--- src/rtl/store_narrow_unit.sv ---
// Narrows a 32-bit register value to byte/half/word and stores it into word-organised memory.
// Sub-word stores read the target word, merge the addressed lane(s), then write the whole word back.
module store_narrow_unit #(
    parameter int unsigned ADDR_W = 32
) (
    input  logic              clk,
    input  logic              rst_n,
    input  logic              req_valid,
    output logic              req_ready,
    input  logic [ADDR_W-1:0] req_addr,
    input  logic [31:0]       req_data,
    input  logic [1:0]        req_size,
    output logic [ADDR_W-3:0] mem_addr,
    output logic              mem_rd_en,
    input  logic [31:0]       mem_rdata,
    output logic              mem_wr_en,
    output logic [31:0]       mem_wdata,
    output logic              done,
    output logic              err
);

    localparam int unsigned WORD_AW = ADDR_W - 2;
    localparam int unsigned DATA_W  = 32;
    localparam int unsigned HALF_W  = 16;

    localparam logic [1:0] SZ_BYTE = 2'b00;
    localparam logic [1:0] SZ_HALF = 2'b01;
    localparam logic [1:0] SZ_WORD = 2'b10;
    localparam logic [1:0] SZ_ILL  = 2'b11;

    typedef enum logic [2:0] {
        IDLE  = 3'd0,
        WR    = 3'd1,
        RD    = 3'd2,
        MERGE = 3'd3,
        ERR   = 3'd4
    } state_e;

    state_e              state_q;
    logic [WORD_AW-1:0]  mem_addr_q;
    logic [DATA_W-1:0]   mem_wdata_q;
    logic                mem_rd_en_q;
    logic                mem_wr_en_q;
    logic                done_q;
    logic                err_q;
    logic [1:0]          lane_q;
    logic [HALF_W-1:0]   data_q;
    logic [1:0]          size_q;

    logic                accept;
    logic                req_bad;

    // Replace only the addressed lane(s); every other byte comes from the old word.
    function automatic logic [DATA_W-1:0] merge_word(
        input logic [DATA_W-1:0] old_word,
        input logic [HALF_W-1:0] val,
        input logic [1:0]        lane,
        input logic              is_half
    );
        logic [DATA_W-1:0] w;
        w = old_word;
        if (is_half) begin
            if (lane[1]) w[31:16] = val;
            else         w[15:0]  = val;
        end else begin
            case (lane)
                2'd0:    w[7:0]   = val[7:0];
                2'd1:    w[15:8]  = val[7:0];
                2'd2:    w[23:16] = val[7:0];
                default: w[31:24] = val[7:0];
            endcase
        end
        return w;
    endfunction

    assign req_ready = (state_q == IDLE);
    assign accept    = req_valid && (state_q == IDLE);
    assign req_bad   = (req_size == SZ_ILL)
                    || ((req_size == SZ_HALF) && req_addr[0])
                    || ((req_size == SZ_WORD) && (req_addr[1:0] != 2'b00));

    // Control FSM; every output is a register updated alongside the state.
    always_ff @(posedge clk or negedge rst_n) begin
        if (!rst_n) begin
            state_q     <= IDLE;
            mem_addr_q  <= '0;
            mem_wdata_q <= '0;
            mem_rd_en_q <= 1'b0;
            mem_wr_en_q <= 1'b0;
            done_q      <= 1'b0;
            err_q       <= 1'b0;
            lane_q      <= '0;
            data_q      <= '0;
            size_q      <= SZ_BYTE;
        end else begin
            mem_rd_en_q <= 1'b0;
            mem_wr_en_q <= 1'b0;
            done_q      <= 1'b0;
            err_q       <= 1'b0;
            case (state_q)
                IDLE: begin
                    if (accept) begin
                        mem_addr_q <= req_addr[ADDR_W-1:2];
                        lane_q     <= req_addr[1:0];
                        data_q     <= req_data[HALF_W-1:0];
                        size_q     <= req_size;
                        if (req_bad) begin
                            state_q <= ERR;
                            done_q  <= 1'b1;
                            err_q   <= 1'b1;
                        end else if (req_size == SZ_WORD) begin
                            state_q     <= WR;
                            mem_wr_en_q <= 1'b1;
                            mem_wdata_q <= req_data;
                            done_q      <= 1'b1;
                        end else begin
                            state_q     <= RD;
                            mem_rd_en_q <= 1'b1;
                        end
                    end
                end
                RD: begin
                    state_q <= MERGE;
                end
                MERGE: begin
                    state_q     <= WR;
                    mem_wdata_q <= merge_word(mem_rdata, data_q, lane_q, size_q == SZ_HALF);
                    mem_wr_en_q <= 1'b1;
                    done_q      <= 1'b1;
                end
                WR:      state_q <= IDLE;
                ERR:     state_q <= IDLE;
                default: state_q <= IDLE;
            endcase
        end
    end

    assign mem_addr  = mem_addr_q;
    assign mem_wdata = mem_wdata_q;
    assign mem_rd_en = mem_rd_en_q;
    assign mem_wr_en = mem_wr_en_q;
    assign done      = done_q;
    assign err       = err_q;

endmodule

--- config.mk ---
export PLATFORM = sky130hd
export DESIGN_NAME = store_narrow_unit
export DESIGN_NICKNAME = d
export VERILOG_FILES = /design/src/rtl/store_narrow_unit.sv
export SDC_FILE = /design/constraint.sdc
export NUM_CORES = 1
export LEC_CHECK = 0
export ABC_AREA = 1
export BUFFER_PORTS_ARGS = -buffer_cell sky130_fd_sc_hd__buf_2
export CORE_MARGIN = 2
export CORE_UTILIZATION = 30
export CTS_CLUSTER_DIAMETER = 120
export DETAILED_ROUTE_END_ITERATION = 16
export PLACE_DENSITY = 0.61
export SYNTH_ARGS = -nofsm -noshare
export SYNTH_HDL_FRONTEND = slang
export SYNTH_SLANG_ARGS = --single-unit
--- constraint.sdc ---
create_clock -name clk -period 1.3 [get_ports clk]
set_input_delay 0.065 -clock clk [delete_from_list [all_inputs] [get_ports clk]]
set_output_delay 0.065 -clock clk [all_outputs]
set_load 0.03 [all_outputs]
==> impl_metrics.tcl, run 1 <==
set metrics [dict create \
    port_buffers 167 \
    peakVddDrop_v 0.00108 \
    ys.warnings.count 0 \
    violations "negative hold slack, negative setup slack" \
    status "finished, violations left" \
    dr_wl_met3_mm 1.17 \
    drc 0 \
    fin_cells 1125 \
    grt_first_pass_wirelength_mm 27.1 \
    vias 5295 \
    cts_buffers 9 \
    ant_nets 0 \
    syn_inst 673 \
    globalRouteTotalUtil_pct 19.4 \
    grt_pass1_vias 5289 \
    cp-endpoint "mem_wdata[16]$_DFFE_PN0P_" \
    worstReg2RegStart "state_q[2]$_DFFE_PN0P_" \
    drive_gt1_share_pct 25.9 \
    crit_type "flop to flop" \
    grt_setup_unrepaired "yes" \
    die_w_um 131 \
    cts_tree "done" \
    dieArea_sq_mm 0.0173 \
    dr_wl_met2_mm 7.89 \
    clkTransAtPathRegs_ns 0.07 \
    fin_crit_sh_pct 102 \
    fp-row-count 46 \
    startpoint_type "flop" \
    num-fill-cells 1647 \
    synth_nets 774 \
    worstPathArrival_ns 1.56 \
    yosysUniqueCellTypes 18 \
    yosysSeqAreaShare_pct 45.7 \
    die_h_um 131 \
    core_area_sq_mm 0.0159 \
    setup-tns-final_ns -0.284 \
    syn_avg_cell_area_sq_um 7.25 \
    boundaryPins 168 \
    setup_viol 27 \
    ys_ff_latch 89 \
    fin_skew_ns 0.00934 \
    fmax_ghz 0.754 \
    crit_path_end_kind "flop" \
    rr_worst_depth 7 \
    fin_nets 1004 \
    period_minus_slack_ns 1.33 \
    slew_headroom_pct 64.9 \
    vias_per_cell 4.71 \
    totalWireLength_mm 16.5 \
    initial_core_util_pct 30.7 \
    power_density_mw_per_mm2 2270 \
    antenna_found_initial 1 \
    crit_fanout 33 \
    reg2reg_slack_ns -0.03 \
    clock_sinks 89 \
    wl_met1_mm 7.20 \
    htreeDepth 3 \
    worst_slack_ns -0.0267 \
    report.final.slew_viol_count 0 \
    reg2reg_to "mem_wdata[16]$_DFFE_PN0P_" \
    overflow 0 \
    worstHoldPathType "input pin to flop" \
    clock-root-buffer "clkbuf_16" \
    tightest_slew_ns 0.526 \
    syn_area_sq_mm 0.00488 \
    insertion_delay_ns 0.36 \
    grt_max_degree 90 \
    routed.top_layer "met4" \
    p_leak_nw 3.73 \
    cp.required_ns 1.53 \
    hold_violations 1 \
    place.gp.congestion 0.842 \
    drv_cap 0 \
    hold_ws_ns -0.00439 \
    dr.pass1.iters 5 \
    clk_path_buf_depth 2 \
    dpl.hpwl_mm 11.3 \
    dp.cells 1043 \
    crit_start "state_q[2]$_DFFE_PN0P_" \
    drtIter0Drc 452 \
    detail_route.wl_per_cell_um 14.7 \
    area_growth_pct 44.5 \
]
-- flip-flops by register name (all words and copies together), names as in the netlist --
name,cells
mem_rd_en,1
mem_wr_en,1
err,1
size_q,2
lane_q,2
state_q,3
data_q,16
mem_wdata,32
mem_addr,30
done,1
-- placed cells by master (no fill, tap or decap), drive strengths merged --
cell	Yosys	layout
a21oi	1	1
buf	38	200
clkbuf	7	11
clkinv	1	2
clkinvlp	0	4
dfrtp	89	89
diode	0	1
dlygate4sd3	0	63
inv	36	37
nand2	258	258
nand3	201	201
nor2	25	25
o21ai	14	14
o22ai	3	3
-- cells in the mapped netlist --
library cell / instances / area, sq um
buf_6: 13 / 146
nand2_2: 2 / 12.5
clkinv_1: 1 / 3.75
o22ai_1: 3 / 18.8
clkbuf_1: 7 / 26.3
o21ai_0: 13 / 65.1
nor2_1: 19 / 71.3
nor2_2: 3 / 18.8
o21ai_1: 1 / 5.00
inv_2: 3 / 11.3
a21oi_1: 1 / 5.00
nor2_4: 3 / 33.8
dfrtp_1: 89 / 2230
buf_2: 19 / 95.1
inv_1: 33 / 124
nand2_1: 256 / 961
buf_4: 6 / 45.0
nand3_1: 201 / 1010
-- layer usage --
metal | global-route usage [%] | vias up
li1 | - | 2643
met1 | 24.7 | 2445
met2 | 32.5 | 189
met3 | 5.05 | 18
met4 | 5.43 | 0
met5 | 0 | -
-- layout make-up --
cell class	count	area, sq um	area share (%)
tap	216	270	3.84
clock inverter	6	48.8	0.693
sequential	89	2230	31.6
multi-input combinational	502	2220	31.6
clock buffer	10	239	3.39
timing repair buffer	264	1890	26.8
inverter	37	143	2.02
antenna	1	2.50	0.0355
-- worst max-delay path, stage by stage, from the launching register on --
cell and delay (ns):
dfrtp_2 0.45, nor2_4 0.13, nand2_2 0.09, nor2_4 0.12, nand2_2 0.08, buf_12 0.17, nand3_1 0.08, nand3_1 0.07
-- how the worst min path moves through the flow --
stage	slack, ns	endpoint	depth (start not counted)	from
4_1_cts	0.003	mem_wdata[27]$_DFFE_PN0P_	3	req_data[27]
6_report	-0.004	size_q[1]$_DFFE_PN0P_	3	req_size[1]
2_1_floorplan	-0.23	data_q[0]$_DFFE_PN0P_	0	rst_n
3_3_place_gp	0.16	mem_wdata[17]$_DFFE_PN0P_	2	rst_n
3_5_place_dp	0.15	mem_wdata[16]$_DFFE_PN0P_	2	rst_n
5_1_grt	0.02	mem_wdata[27]$_DFFE_PN0P_	3	req_data[27]
-- where the power goes --
group / internal [mW] / total (mW) / switching (mW)
Combinational: 2.85 / 8.37 / 5.53
Sequential: 4.06 / 5.07 / 1.00
Clock: 1.37 / 2.59 / 1.22
-- through the flow --
stage / cell area [sq um] / hold WS, ns / worst slack [ns] / total power, mW / util (%)
finish: 7050 / -0.00439 / -0.0267 / 16.0 / 44.4
global route: 7050 / 0.0205 / -0.126 / 17.2 / 44.4
CTS: 7010 / 0.00284 / -0.0204 / 16.0 / 44.1
detailed placement: 6050 / 0.154 / -0.0778 / 13.1 / 38.1
global placement: 6050 / 0.159 / -0.0326 / 13.0 / 38.1
floorplan: 4880 / -0.231 / 0.0688 / 10.4 / -
-- cells by family after synthesis --
family	Yosys count	synth area share (%)
buffers and inverters	82	9.26
AOI/OAI and AO/OA	18	1.92
DFF	89	45.7
and+or+nand+nor	484	43.1
-- repair_timing --
action,4_1_cts,5_1_grt
setup buffers,1,0
resized for setup,8,2
gates cloned,0,1
endpoints found under the hold margin,166,0
endpoints found under the setup margin,60,84
hold buffers,63,0
(Power assumes the default switching activity.)
==> inputs of run 2 (changes only) <==
Settings changed: CTS_BUF_LIST set to sky130_fd_sc_hd__clkbuf_8.
==> impl_metrics.tcl, run 2 (same netlist as run 1, synthesis figures left out) <==
set metrics [dict create \
    crit_type "flop to flop" \
    dr.pass1.iters 7 \
    core_area_sq_mm 0.0159 \
    fp-row-count 46 \
    cp.required_ns 1.58 \
    area_growth_pct 44.3 \
    drtIter0Drc 461 \
    dpl.hpwl_mm 11.3 \
    drc 0 \
    boundaryPins 168 \
    drv_cap 0 \
    die_w_um 131 \
    detail_route.wl_per_cell_um 14.8 \
    startpoint_type "flop" \
    clkTransAtPathRegs_ns 0.10 \
    worstPathArrival_ns 1.60 \
    tightest_slew_ns 0.521 \
    insertion_delay_ns 0.39 \
    hold_violations 0 \
    vias 5380 \
    period_minus_slack_ns 1.33 \
    slew_headroom_pct 65.3 \
    peakVddDrop_v 0.00110 \
    place.gp.congestion 0.842 \
    power_density_mw_per_mm2 2190 \
    fin_skew_ns 0.00826 \
    initial_core_util_pct 30.7 \
    worstHoldPathType "input pin to flop" \
    largest_reg_flops 32 \
    report.final.slew_viol_count 0 \
    worstReg2RegStart "state_q[0]$_DFFE_PN0P_" \
    crit_path_end_kind "flop" \
    globalRouteTotalUtil_pct 19.5 \
    grt_pass1_vias 5304 \
    min_to "mem_wdata[1]$_DFFE_PN0P_" \
    total_power_mw 15.4 \
    status "finished, violations left" \
    violations "negative setup slack" \
    vias_per_cell 4.75 \
    crit_fanout 33 \
    fin_nets 1011 \
    htreeDepth 3 \
    drive_gt1_share_pct 26.6 \
    setup_viol 28 \
    grt_first_pass_wirelength_mm 27.1 \
    ant_nets 0 \
    min_path_cells 5 \
    cts_buffers 9 \
    clock-root-buffer "clkbuf_8" \
    grt_setup_unrepaired "yes" \
    final_common_cell "nand2_1" \
    path_cells "nor2_4 -> nand2_2 -> nor2_4 -> nand2_2 -> buf_12 -> nand3_1 -> nand3_1" \
    fin_crit_sh_pct 102 \
    antenna_found_initial 1 \
    num-fill-cells 1656 \
    worst_slack_ns -0.0294 \
    totalWireLength_mm 16.8 \
    die_h_um 131 \
    p_leak_nw 3.71 \
    rr_worst_depth 7 \
    cts_tree "done" \
    dieArea_sq_mm 0.0173 \
    mostFrequentLayoutCells "nand2_1 (254), nand3_1 (198), buf_2 (165), dfrtp_1 (87), dlygate4sd3_1 (67)" \
    port_buffers 167 \
    hold_path_startpoint "mem_rdata[1]" \
    clock_sinks 89 \
    slowest_delay_ns 0.43 \
    place_ws_ns -0.0778 \
    reg2reg_to "mem_wdata[16]$_DFFE_PN0P_" \
    reg2reg_slack_ns -0.03 \
    fmax_ghz 0.752 \
    cp_slowest_cell "dfrtp_1" \
    overflow 0 \
    clk_path_buf_depth 2 \
    dpl_cell_area_sq_mm 0.00605 \
    final_cell_area_sq_mm 0.00704 \
    grt_max_degree 90 \
]
==> run 2: final cells by class <==
type / instances / area (sq um) / area share [%]
timing repair buffer: 271 / 1970 / 28.0
multi-input combinational: 502 / 2240 / 31.8
antenna: 1 / 2.50 / 0.0356
sequential: 89 / 2230 / 31.7
tap: 216 / 270 / 3.84
clock buffer: 10 / 138 / 1.96
clock inverter: 6 / 48.8 / 0.693
inverter: 37 / 143 / 2.03
==> run 2: where the power goes <==
group | internal, mW | switching [mW] | leakage [nW]
combinational | 2.88 | 5.56 | 2.52
clock | 0.764 | 1.15 | 0.0855
sequential | 4.06 | 1.01 | 1.11
==> run 2: critical path, delay by kind of cell, from the launching register on <==
| family | cells | cell delay [ns] |
|---|---|---|
| and+or+nand+nor | 6 | 0.59 |
| DFF | 1 | 0.43 |
| buffers and inverters | 1 | 0.17 |
==> run 2: through the flow <==
step / TNS [ns] / hold WS [ns] / instances / util [%]
after floorplan: 0 / -0.231 / 673 / -
after global placement: -0.320 / 0.159 / 1043 / 38.1
after detailed placement: -1.78 / 0.154 / 1043 / 38.1
after CTS: -0.787 / 0.00497 / 1127 / 43.7
after global routing: -6.63 / 0.0389 / 1132 / 44.3
final: -0.418 / 0.0176 / 1132 / 44.3
==> run 2: repair_timing <==
action	4_1_cts	5_1_grt
endpoints found under the hold margin	171	0
setup endpoints to repair	72	87
gates cloned	0	2
pin swaps	1	2
buffers inserted	1	2
gates resized for setup	10	5
hold buffers	67	0
==> run 2: worst max-delay path by stage <==
stage / from / endpoint / slack, ns
CTS: state_q[2]$_DFFE_PN0P_ / req_ready / -0.05
global route: state_q[0]$_DFFE_PN0P_ / mem_wdata[23]$_DFFE_PN0P_ / -0.15
floorplan: state_q[2]$_DFFE_PN0P_ / mem_wdata[1]$_DFFE_PN0P_ / 0.07
detailed placement: state_q[2]$_DFFE_PN0P_ / data_q[5]$_DFFE_PN0P_ / -0.08
finish: state_q[0]$_DFFE_PN0P_ / mem_wdata[16]$_DFFE_PN0P_ / -0.03
global placement: state_q[2]$_DFFE_PN0P_ / mem_wdata[27]$_DFFE_PN0P_ / -0.03
==> run 2: per-layer routing <==
| layer | track usage (%) | up-vias | part of all wire, % |
|---|---|---|---|
| met5 | 0 | - | 0 |
| met4 | 6.34 | 0 | 1.9 |
| met1 | 24.6 | 2511 | 44 |
| met2 | 33.0 | 190 | 48 |
| met3 | 4.21 | 24 | 6.2 |
| li1 | - | 2655 | - |
